## config.mk

```make
export PLATFORM = sky130hd
export DESIGN_NAME = scl_bit_counter_gen2
export DESIGN_NICKNAME = d
export VERILOG_FILES = /design/src/rtl/scl_bit_counter_gen2.sv
export SDC_FILE = /design/constraint.sdc
export NUM_CORES = 1
export LEC_CHECK = 0
export ABC_AREA = 1
export BUFFER_PORTS_ARGS = -buffer_cell sky130_fd_sc_hd__clkbuf_2
export CAP_MARGIN = 30
export CORE_ASPECT_RATIO = 1.4
export CORE_MARGIN = 4
export CORE_UTILIZATION = 45
export CTS_BUF_LIST = sky130_fd_sc_hd__clkbuf_16
export DETAILED_ROUTE_END_ITERATION = 16
export PLACE_DENSITY = 0.68
export SETUP_SLACK_MARGIN = 0.15
export SLEW_MARGIN = 20
export SYNTH_ARGS = -nofsm -noshare
export SYNTH_HDL_FRONTEND = slang
export SYNTH_SLANG_ARGS = --single-unit
```

## constraint.sdc

```tcl
create_clock -name i_sys_clk -period 3.3 [get_ports i_sys_clk]
set_input_delay 0.495 -clock i_sys_clk [delete_from_list [all_inputs] [get_ports i_sys_clk]]
set_output_delay 0.495 -clock i_sys_clk [all_outputs]
set_load 0.03 [all_outputs]
```

## src/rtl/scl_bit_counter_gen2.sv

```systemverilog
// SCL-edge bit counter for the I3C controller datapath.
// Counts qualifying SCL edges up to a run-time terminal count, then wraps or
// saturates. Supports a synchronous preload and emits a registered
// terminal-count pulse plus done/busy status.
// Optional build macro SCL_BITCNT_DOWN_EN adds i_down for down-counting mode.
module scl_bit_counter_gen2 #(
  parameter int unsigned CNT_W  = 5,
  parameter int unsigned DEF_TC = 20
) (
  input  logic             i_sys_clk,
  input  logic             i_rst_n,
  input  logic             i_bitcnt_en,
  input  logic             i_scl_pos_edge,
  input  logic             i_scl_neg_edge,
  input  logic [1:0]       i_edge_sel,
  input  logic [CNT_W-1:0] i_term_cnt,
  input  logic             i_wrap,
  input  logic             i_load,
  input  logic [CNT_W-1:0] i_load_val,
`ifdef SCL_BITCNT_DOWN_EN
  input  logic             i_down,
`endif
  output logic [CNT_W-1:0] o_cnt_bit_count,
  output logic             o_tc_pulse,
  output logic             o_done,
  output logic             o_busy
);

  localparam logic [1:0] ST_IDLE  = 2'd0;
  localparam logic [1:0] ST_COUNT = 2'd1;
  localparam logic [1:0] ST_DONE  = 2'd2;

  localparam logic [CNT_W-1:0] DEF_TC_V = CNT_W'(DEF_TC);
  localparam logic [CNT_W-1:0] ONE_V    = CNT_W'(1);

  logic [1:0]       state_q;
  logic [1:0]       state_d;
  logic [CNT_W-1:0] tc_q;
  logic [CNT_W-1:0] tc_d;
  logic [CNT_W-1:0] cnt_d;
  logic             pulse_d;
  logic             done_d;
  logic             busy_d;

  logic             qe_c;
  logic             dir_down_c;
  logic [CNT_W-1:0] tc_sel_c;
  logic [CNT_W-1:0] load_clamp_c;
  logic [CNT_W-1:0] target_c;
  logic [CNT_W-1:0] restart_c;
  logic [CNT_W-1:0] step_c;

`ifdef SCL_BITCNT_DOWN_EN
  logic down_q;
  logic down_d;

  assign dir_down_c = down_q;
`else
  assign dir_down_c = 1'b0;
`endif

  // Qualifying edge: simultaneous pos+neg strobes collapse into one event.
  always_comb begin
    qe_c = 1'b0;
    case (i_edge_sel)
      2'b01:   qe_c = i_scl_pos_edge;
      2'b10:   qe_c = i_scl_neg_edge;
      default: qe_c = i_scl_pos_edge | i_scl_neg_edge;
    endcase
  end

  // Terminal-count selection, load clamp and direction-dependent endpoints.
  always_comb begin
    tc_sel_c     = (i_term_cnt == '0) ? DEF_TC_V : i_term_cnt;
    load_clamp_c = (i_load_val > tc_q) ? tc_q : i_load_val;
    target_c     = dir_down_c ? '0   : tc_q;
    restart_c    = dir_down_c ? tc_q : '0;
    step_c       = dir_down_c ? (o_cnt_bit_count - ONE_V)
                              : (o_cnt_bit_count + ONE_V);
  end

  // Next-state and next-output logic.
  always_comb begin
    state_d = state_q;
    tc_d    = tc_q;
    cnt_d   = o_cnt_bit_count;
    pulse_d = 1'b0;
`ifdef SCL_BITCNT_DOWN_EN
    down_d  = down_q;
`endif

    if (!i_bitcnt_en) begin
      state_d = ST_IDLE;
      cnt_d   = '0;
    end else begin
      case (state_q)
        ST_IDLE: begin
          tc_d    = tc_sel_c;
          state_d = ST_COUNT;
`ifdef SCL_BITCNT_DOWN_EN
          down_d  = i_down;
          cnt_d   = i_down ? tc_sel_c : '0;
`else
          cnt_d   = '0;
`endif
        end

        ST_COUNT: begin
          if (i_load) begin
            cnt_d = load_clamp_c;
            if (load_clamp_c == target_c) begin
              pulse_d = 1'b1;
              if (!i_wrap) begin
                state_d = ST_DONE;
              end
            end
          end else if (qe_c) begin
            if (o_cnt_bit_count == target_c) begin
              // At the endpoint only wrap moves the count; a live switch to
              // saturate parks the counter in DONE without a second pulse.
              if (i_wrap) begin
                cnt_d = restart_c;
              end else begin
                state_d = ST_DONE;
              end
            end else begin
              cnt_d = step_c;
              if (step_c == target_c) begin
                pulse_d = 1'b1;
                if (!i_wrap) begin
                  state_d = ST_DONE;
                end
              end
            end
          end
        end

        ST_DONE: begin
          cnt_d = o_cnt_bit_count;
        end

        default: begin
          state_d = ST_IDLE;
          cnt_d   = '0;
        end
      endcase
    end

    done_d = (state_d == ST_DONE);
    busy_d = (state_d != ST_IDLE);
  end

  // State and captured configuration registers.
  always_ff @(posedge i_sys_clk or negedge i_rst_n) begin
    if (!i_rst_n) begin
      state_q <= ST_IDLE;
      tc_q    <= DEF_TC_V;
`ifdef SCL_BITCNT_DOWN_EN
      down_q  <= 1'b0;
`endif
    end else begin
      state_q <= state_d;
      tc_q    <= tc_d;
`ifdef SCL_BITCNT_DOWN_EN
      down_q  <= down_d;
`endif
    end
  end

  // Registered outputs.
  always_ff @(posedge i_sys_clk or negedge i_rst_n) begin
    if (!i_rst_n) begin
      o_cnt_bit_count <= '0;
      o_tc_pulse      <= 1'b0;
      o_done          <= 1'b0;
      o_busy          <= 1'b0;
    end else begin
      o_cnt_bit_count <= cnt_d;
      o_tc_pulse      <= pulse_d;
      o_done          <= done_d;
      o_busy          <= busy_d;
    end
  end

endmodule

```

Word level (Yosys, flattened, before mapping)
Cells that the tools add are included.
Widths: inputs -> output; s select.
- output and inout port bits: 8
- latch bits: 0
- memories kept: 0
- bits in writable memories: 0
- bits of input ports: 19
- word-level logic and storage cells: 49
- ROM bits: 0
- register bits: 15
- divide/modulo/power cells: 0
- reductions and logical operators: 5
- $mul: 0
- equality and inequality tests: 11
- $lt $le $gt $ge: 1
- bitwise operators: 1
- shifts and indexed selects: 0
- add/subtract/negate cells: 1
- muxes and demuxes: 24
- operators with widths (kind ; count):
    $mux 5 ; 7
    $eq 5x5->1 ; 3
    $mux 2 ; 7
    $pmux 5 s2 ; 1
    $mux 1 ; 7
    $eq 2x2->1 const B ; 3
    $pmux 2 s3 ; 1
    $add 5x1->5 const B ; 1
    $gt 5x5->1 ; 1
    $logic_not 5->1 ; 1
    $ne 5x5->1 const B ; 1
    $eq 2x1->1 const B ; 2
    $ne 4x4->1 const B ; 1
    $reduce_and 3->1 ; 1
    $logic_not 2->1 ; 1
    $ne 2x2->1 const B ; 1
    $pmux 1 s2 ; 1
    $reduce_and 2->1 ; 1
    $reduce_bool 2->1 ; 1
    $or 1x1->1 ; 1

Longest topological paths before layout
Gate-level depths: netlist (run 1).
- word-level depth: 9
- mapped depth: 16
- gate-level depth less buffers: 15

Worst setup path after synthesis (run 1)
Ideal clock, no wire load.
- path kind: register to register
- start point: reg tc_q[4], in the netlist target_c[4]
- end point: reg state_q[0]
- data required time: 3174 ps
- stages on the path, launching flop included: 17
- setup slack: 1333 ps
- setup time: 126 ps
- path buffers: 1
- arrival time: 1840 ps
- period minus slack after synthesis: 1967 ps
- path through: dfstp_2 inv_1 ha_1 nand2_2 nor2_4 nand2_2 nand3_2 nand2_2 buf_6 nand3_1 nand2_1 nor2_2 nand4_1 nand2_1 nand2_2 nand2_1 nor2_1
- longest elaborated chain between the ends: 7
- elaborated cells on any way between the ends: 12
- classes of those cells: 1 x order compare; 3 x eq/ne; 8 x mux
- ends and longest elaborated chain (item ; line ; source):
    start: declaration ; 38 ; logic [CNT_W-1:0] tc_q;
    start signal: assignment ; 163 ; tc_q <= tc_d;
    $gt 5x5->1 or $eq 5x5->1 (tied branches) ; 75, 128 ;
    $mux 5 or $mux 2 (tied branches) ; 75, 128 ;
    $eq 5x5->1 or $mux 2 (tied branches) ; 111, 118 ;
    $mux 2 (on tied branches) ; 111, 117 ;
    $mux 2 (*) ; 109 ; if (i_load) begin
    $pmux 2 s3 (*) ; 96 ; case (state_q)
    $mux 2 (*) ; 92 ; if (!i_bitcnt_en) begin
    named net state_d[0] ; 37 ; logic [1:0] state_d;
    end signal: assignment ; 162 ; state_q <= state_d;
    end: declaration ; 36 ; logic [1:0] state_q;
The timed path passes the listed nets; every way through them passes the cells marked *.
A chain may end at the register's enable or synchronous reset.

Final worst setup path (run 1)
Same ends and word-level chain as after synthesis.

==> results of run 1 <==
-- cells in the mapped netlist --
cell type and n:
ha_1 8, xor2_1 4, o211ai_1 4, nand2_2 4
dfrtp_1 13, a21oi_4 1, nand3b_1 5, a21o_1 1
a211oi_1 1, o21ai_0 12, nor2_4 1, nand4_1 1
nor2_1 6, a22oi_1 1, nand2_1 35, nand3_1 14
buf_2 2, nand3_2 4, a21oi_1 5, nor2_2 4
o21ai_1 7, nor4_1 1, nor3_1 1, dfstp_2 2
inv_1 24, xnor2_1 7, buf_6 1, nand3b_2 1
-- cell families after synthesis --
logic type,count (synthesis),share of synthesized area [%]
adder cells (fa/ha/maj),8,7.91
AO/OA/AOI/OAI,32,14.9
buffers and inverters,27,8.79
flip-flops,15,29.8
AND/OR/NAND/NOR,77,30.9
XOR/XNOR,11,7.61
-- flip-flops by register name, indices dropped and copies added (netlist names) --
register / cells
o_busy: 1
o_tc_pulse: 1
state_q: 2
o_cnt_bit_count: 5
o_done: 1
target_c: 5
-- report_power, final --
| group | internal, uW | leakage, uW | switching (uW) |
|---|---|---|---|
| clock network | 162 | 0.0000409 | 73.3 |
| registers | 211 | 0.000191 | 32.4 |
| logic | 108 | 0.000517 | 182 |
-- through the flow --
stage	power, uW	util [%]	worst slack, ns	hold slack [ns]	cell area [um2]
5_1_grt	820	56.2	0.818	0.197	1500
4_1_cts	774	56.2	1.04	0.176	1500
3_3_place_gp	527	53.2	1.08	0.433	1420
3_5_place_dp	536	53.2	1.04	0.433	1420
2_1_floorplan	475	-	1.33	0.199	1270
6_report	769	56.2	1.05	0.157	1500
-- cell type report --
class / count / share of cell area (%)
multi-input cells: 128 / 51.8
flip-flops and latches: 15 / 25.2
inverters: 24 / 6.00
clock inverters: 1 / 0.334
repair buffers: 26 / 8.67
clock buffers: 3 / 5.00
well taps: 36 / 3.00
-- worst max-delay path, cell delays in order, from the launching register on --
cell      delay, ns
dfstp_2        0.55
inv_1          0.08
ha_1           0.31
nand2_2        0.08
nor2_4         0.12
nand2_2        0.05
nand3_2        0.06
nand2_2        0.20
nand3b_1       0.16
nand2_1        0.08
nor2_2         0.10
nand4_1        0.10
nand2_1        0.08
nand2_2        0.06
nand2_1        0.06
nor2_1         0.04
-- worst paths after layout --
kind,end,slack [ns],cells after the start
max,state_q[0]$_DFF_PN0_,1.05,15
min,target_c[1]$_DFFE_PN0P_,0.16,1
max reg2reg,state_q[0]$_DFF_PN0_,1.05,15
min reg2reg,o_busy$_DFF_PN0_,0.57,1
max in group asynchronous,target_c[4]$_DFFE_PN1P_,2.83,1
min in group i_sys_clk,target_c[0]$_DFFE_PN0P_,0.47,3
-- per-layer routing --
metal  vias to the layer above  part of all wire (%)
met2                        32                    53
met4                         0                   2.6
met3                         8                   3.9
met1                       543                    40
li1                        617                     -
met5                         -                     0
==> metrics.csv, run 1 <==
stage,metric,value,unit
floorplanning,core,2670,um2
global_route,grtUsageTotal,16.8,%
sta,setup_viol,0,
clocking,cts_resized,0,
final_layout,final_layout_size_suffix_gt1_share,23.9,%
global_route,use_met3,2.53,%
sta,finalCritPeriodShare,68.2,%
clocking,cts_max_level,1,
clocking,clk_latency,0.24,ns
clocking,cts_tree,built,
logic_synthesis,yosysUniqueCellTypes,28,
clocking,path_clk_slew,0.05,ns
critical_path,crit_type,reg -> reg,
final_layout,syn_to_final_growth,18.5,%
logic_synthesis,synth.largest_area_cell,dfrtp_1,
sta,worst_slew_pin_slew,0.684,ns
placed_design,io_buffers,26,
clocking,postCtsHoldBufs,0,
flow_run,max_cap_violations,0,
floorplanning,die-area,3740,um2
global_route,met2_usage,29.8,%
critical_path,cp-end-kind,flop,
detailed_routing,vias_per_cell,5.15,
global_route,grt_pass1_wl,4840,um
final_layout,multi_input_area,777,um2
final_layout,layout_common_cells,"nand2_1 (35), clkbuf_2 (26), inv_1 (24)",
logic_synthesis,postSynthCellCount,170,
clocking,cts_buffers,3,
placed_design,gp_congestion,0.853,
pwr,ir_drop,0.000308,V
logic_synthesis,syn_area,1270,um2
final_layout,n_antenna_cell,0,
sta,fin_skew,0.00270,ns
detailed_routing,first_pass_iters,5,
critical_path,critPathMaxFanout,20,
floorplanning,rows,22,
outcome,status,"finished, final reports clean",
placed_design,post-dp-hpwl,2360,um
critical_path,r2r-start,target_c[4]$_DFFE_PN1P_,
placed_design,place_inst,229,
clocking,cts_root_buffer,clkbuf_16,
detailed_routing,drc,0,
critical_path,worstPathRequired,3.42,ns
pwr,p_leak,0.000749,uW
final_layout,layout.nets,225,
logic_synthesis,syn-num-nets,197,
floorplanning,die_w,52.8,um
clocking,cts_buffer_depth,2,
global_route,top_usage_layer,met2,
sta,setup_tns,0,ns
sta,slew-limit-headroom,54.0,%
sta,grt_setup_unrepaired,no,
final_layout,fill_cells,269,
global_route,grt_overflow,0,
global_route,grt_max_degree,21,
sta,hold_viol,0,
detailed_routing,drtIter0Drc,21,
sta,slew_violations,0,
global_route,grt_util_met1,19.5,%
floorplanning,start_util,47.4,%
logic_synthesis,synth_warnings,0,
pwr,powerDensity,512,nW/um2
clocking,cts_sinks,15,
logic_synthesis,synth-seq-area-share,29.8,%
floorplanning,die_height,70.8,um
critical_path,cp_data_arrival_time,2.37,ns
detailed_routing,wirelength,2870,um
sta,max_freq,445,MHz
critical_path,cp-start-kind,flop,
final_layout,final_cells,233,
logic_synthesis,avgSynthCellArea,7.45,um2
sta,period_minus_slack,2.25,ns
detailed_routing,vias,1200,
critical_path,startpoint,target_c[4]$_DFFE_PN1P_,
clocking,post_cts_buffers,0,
floorplanning,ios,27,
detailed_routing,wl_per_cell,12.3,um
worst_hold_path,hp-class,in -> async,
final_layout,seq_area,378,um2
global_route,grt_pass1_vias,1158,
detailed_routing,postRouteAntennaNets,0,
final_layout,final_common_cell,nand2_1,
global_route,antenna_found_initial,0,
logic_synthesis,synthTopCellsByArea,"dfrtp_1 (26%), nand2_1 (10%), ha_1 (7.9%)",
logic_synthesis,synth_seq_cells,15,
logic_synthesis,synth_top_cell_area_share,25.7,%
Note: power is estimated with default switching activity, not from simulation.
==> run 2: changes to the inputs <==
Settings changed: ABC_AREA 1 to 0.
Clock period 3.3 ns to 2.3 ns, I/O delays scaled along.
==> run 2 against run 1 <==
  * Clock skew about the same
  * Fmax increased by 7.6%
  * Sequential power increased by 46%
  * Synthesized cell count decreased by 12%
  * First-iteration DRC count increased by 95%
  * Sequential cell count unchanged
  * Wire length increased by 18%
  * Critical endpoint is now o_cnt_bit_count[1]$_DFFE_PN0P_
  * Largest power group unchanged
  * Highest routed layer unchanged
==> metrics.csv, run 2 <==
stage,metric,value,unit
floorplanning,ios,27,
floorplanning,rows,22,
critical_path,cp-start-kind,flop,
logic_synthesis,avgSynthCellArea,8.67,um2
logic_synthesis,postSynthCellCount,149,
critical_path,cp-end-kind,flop,
sta,slew-limit-headroom,66.1,%
placed_design,place_area,1460,um2
final_layout,syn_to_final_growth,24.6,%
placed_design,gp_congestion,0.896,
outcome,status,"finished, final reports clean",
final_layout,final_area,1610,um2
sta,hold_viol,0,
global_route,antenna_found_initial,0,
global_route,grt_pass1_wl,5420,um
final_layout,final_layout_size_suffix_gt1_share,32.4,%
sta,setup_tns,0,ns
floorplanning,core,2700,um2
floorplanning,start_util,47.9,%
floorplanning,die-area,3800,um2
clocking,postCtsHoldBufs,0,
sta,setup_slack,0.210,ns
logic_synthesis,synth_flop_cell,dfrtp_1,
pwr,p_leak,0.000721,uW
clocking,cts_max_level,1,
sta,grt_setup_unrepaired,no,
floorplanning,die_w,53.3,um
final_layout,final_common_cell,clkbuf_2,
detailed_routing,wirelength,3400,um
clocking,cts_root_buffer,clkbuf_16,
placed_design,post-dp-hpwl,2550,um
pwr,powerDensity,767,nW/um2
logic_synthesis,synth-seq-area-share,29.3,%
pwr,ir_drop,0.000351,V
sta,slew_violations,0,
pwr,power,1230,uW
sta,max_freq,478,MHz
flow_run,max_cap_violations,0,
clocking,cts_sinks,15,
critical_path,slowest_stage,dfstp_2,
clocking,clk_latency,0.25,ns
global_route,grtUsageTotal,18.5,%
logic_synthesis,yosys-top-cells-count,"dfrtp_1 (13), nand2_1 (13), o21ai_0 (13)",
logic_synthesis,synth_warnings,0,
logic_synthesis,synthTopCellsByArea,"dfrtp_1 (25%), ha_1 (7.8%), o21ai_0 (5.0%)",
detailed_routing,drc,0,
detailed_routing,postRouteAntennaNets,0,
logic_synthesis,postSynth.asyncResetShare,100,%
placed_design,io_buffers,26,
sta,period_minus_slack,2.09,ns
clocking,path_clk_slew,0.05,ns
final_layout,n_antenna_cell,0,
critical_path,critPathMaxFanout,6,
sta,worst_slew_pin_slew,0.506,ns
critical_path,cp_data_arrival_time,2.23,ns
sta,finalCritPeriodShare,90.9,%
logic_synthesis,syn-num-nets,176,
global_route,grt_pass1_vias,1208,
final_layout,layout_common_cells,"clkbuf_2 (27), nand2_1 (13), dfrtp_1 (13)",
sta,fin_skew,0.00290,ns
detailed_routing,first_pass_iters,4,
logic_synthesis,synth-edff-count,0,
critical_path,crit_buf_inv,2,
critical_path,worstPathRequired,2.44,ns
critical_path,max_stage_delay,0.56,ns
final_layout,layout.nets,210,
logic_synthesis,yosysUniqueCellTypes,44,
clocking,cts_tree,built,
critical_path,path_delay_family,compound AO/OA/AOI/OAI gates,
worst_hold_path,hp-class,in -> async,
final_layout,final_cells,218,
sta,setup_viol,0,
critical_path,crit_type,reg -> reg,
detailed_routing,vias_per_cell,5.92,
logic_synthesis,syn_area,1290,um2
logic_synthesis,synth_top_cell_area_share,25.2,%
global_route,grt_overflow,0,
detailed_routing,wl_per_cell,15.6,um
placed_design,place_inst,211,
logic_synthesis,synth.largest_area_cell,dfrtp_1,
clocking,cts_buffers,3,
clocking,cts_buffer_depth,2,
floorplanning,die_height,71.4,um
logic_synthesis,synth_seq_cells,15,
critical_path,crit_chain,inv_1 -> ha_4 -> nand4_1 -> o21ai_4 -> clkbuf_2 -> o31ai_1 -> a211oi_1 -> o21ai_1,
detailed_routing,vias,1290,
placed_design,post-place-ws,0.0807,ns
detailed_routing,drtIter0Drc,41,
global_route,grt_max_degree,21,
==> run 2: changes by cell type in the layout (fill, tap and decap cells not counted), sizes merged, moves of 4 or more <==
cell / change
o211ai: -4
buf: +7
nand2: -26
nor2: -4
a31oi: +5
nand3: -12
inv: -14
==> run 2: final timing paths <==
check                                   startpoint                              to  slack, ns  cells past startpoint
setup / recovery           target_c[4]$_DFFE_PN1P_  o_cnt_bit_count[1]$_DFFE_PN0P_       0.21                      8
hold reg to reg               state_q[1]$_DFF_PN0_                o_busy$_DFF_PN0_       0.50                      1
min in group i_sys_clk               i_term_cnt[2]         target_c[2]$_DFFE_PN1P_       0.31                      3
hold / removal                             i_rst_n  o_cnt_bit_count[0]$_DFFE_PN0P_      0.009                      1
setup reg to reg           target_c[4]$_DFFE_PN1P_  o_cnt_bit_count[1]$_DFFE_PN0P_       0.21                      8
max in group asynchronous                  i_rst_n         target_c[4]$_DFFE_PN1P_       1.97                      1
==> run 2: what timing repair did <==
item | CTS | global route
gates resized for setup | 5 | 6
endpoints found under the setup margin | 2 | 8
setup buffers | 0 | 3
pin swaps | 0 | 2
==> run 2: kinds of logic (layout without fill, tap and decap cells) <==
logic type / Yosys count / count (layout) / synth area share [%]
DFF: 15 / 15 / 29.3
AOI/OAI and AO/OA: 48 / 48 / 26.4
muxes: 2 / 2 / 1.74
xor gates and xnor gates: 13 / 13 / 8.82
buffers and inverters: 15 / 48 / 6.30
adders and majority gates: 8 / 8 / 7.75
and+or+nand+nor: 48 / 48 / 19.8
==> run 2: power by group <==
| part | internal (uW) | leakage, uW | switching (uW) |
|---|---|---|---|
| Sequential | 308 | 0.000191 | 47.9 |
| Clock | 233 | 0.0000409 | 118 |
| Combinational | 234 | 0.000490 | 294 |
==> run 2: per-stage QoR <==
| step | utilization (%) | hold slack, ns |
|---|---|---|
| after floorplan | - | 0.0494 |
| after global placement | 54.1 | 0.286 |
| after detailed placement | 54.1 | 0.293 |
| after CTS | 57.6 | 0.0283 |
| after global routing | 59.6 | 0.0403 |
| final | 59.6 | 0.00863 |
==> run 2: metal layers <==
layer,routed length (um),vias up,global-route usage (%)
met3,149,9,3.12
met2,1820,40,32.3
met1,1340,619,22.3
met5,0,-,0
met4,80,0,5.97
li1,-,622,-
==> run 2: layout make-up <==
cell class | instances | area, um2
fill | 260 | 1090
timing repair buffer | 34 | 188
sequential | 15 | 378
inverter | 10 | 37.5
clock buffer | 3 | 75.1
tap | 36 | 45.0
clock inverter | 1 | 5.00
multi-input combinational | 119 | 881
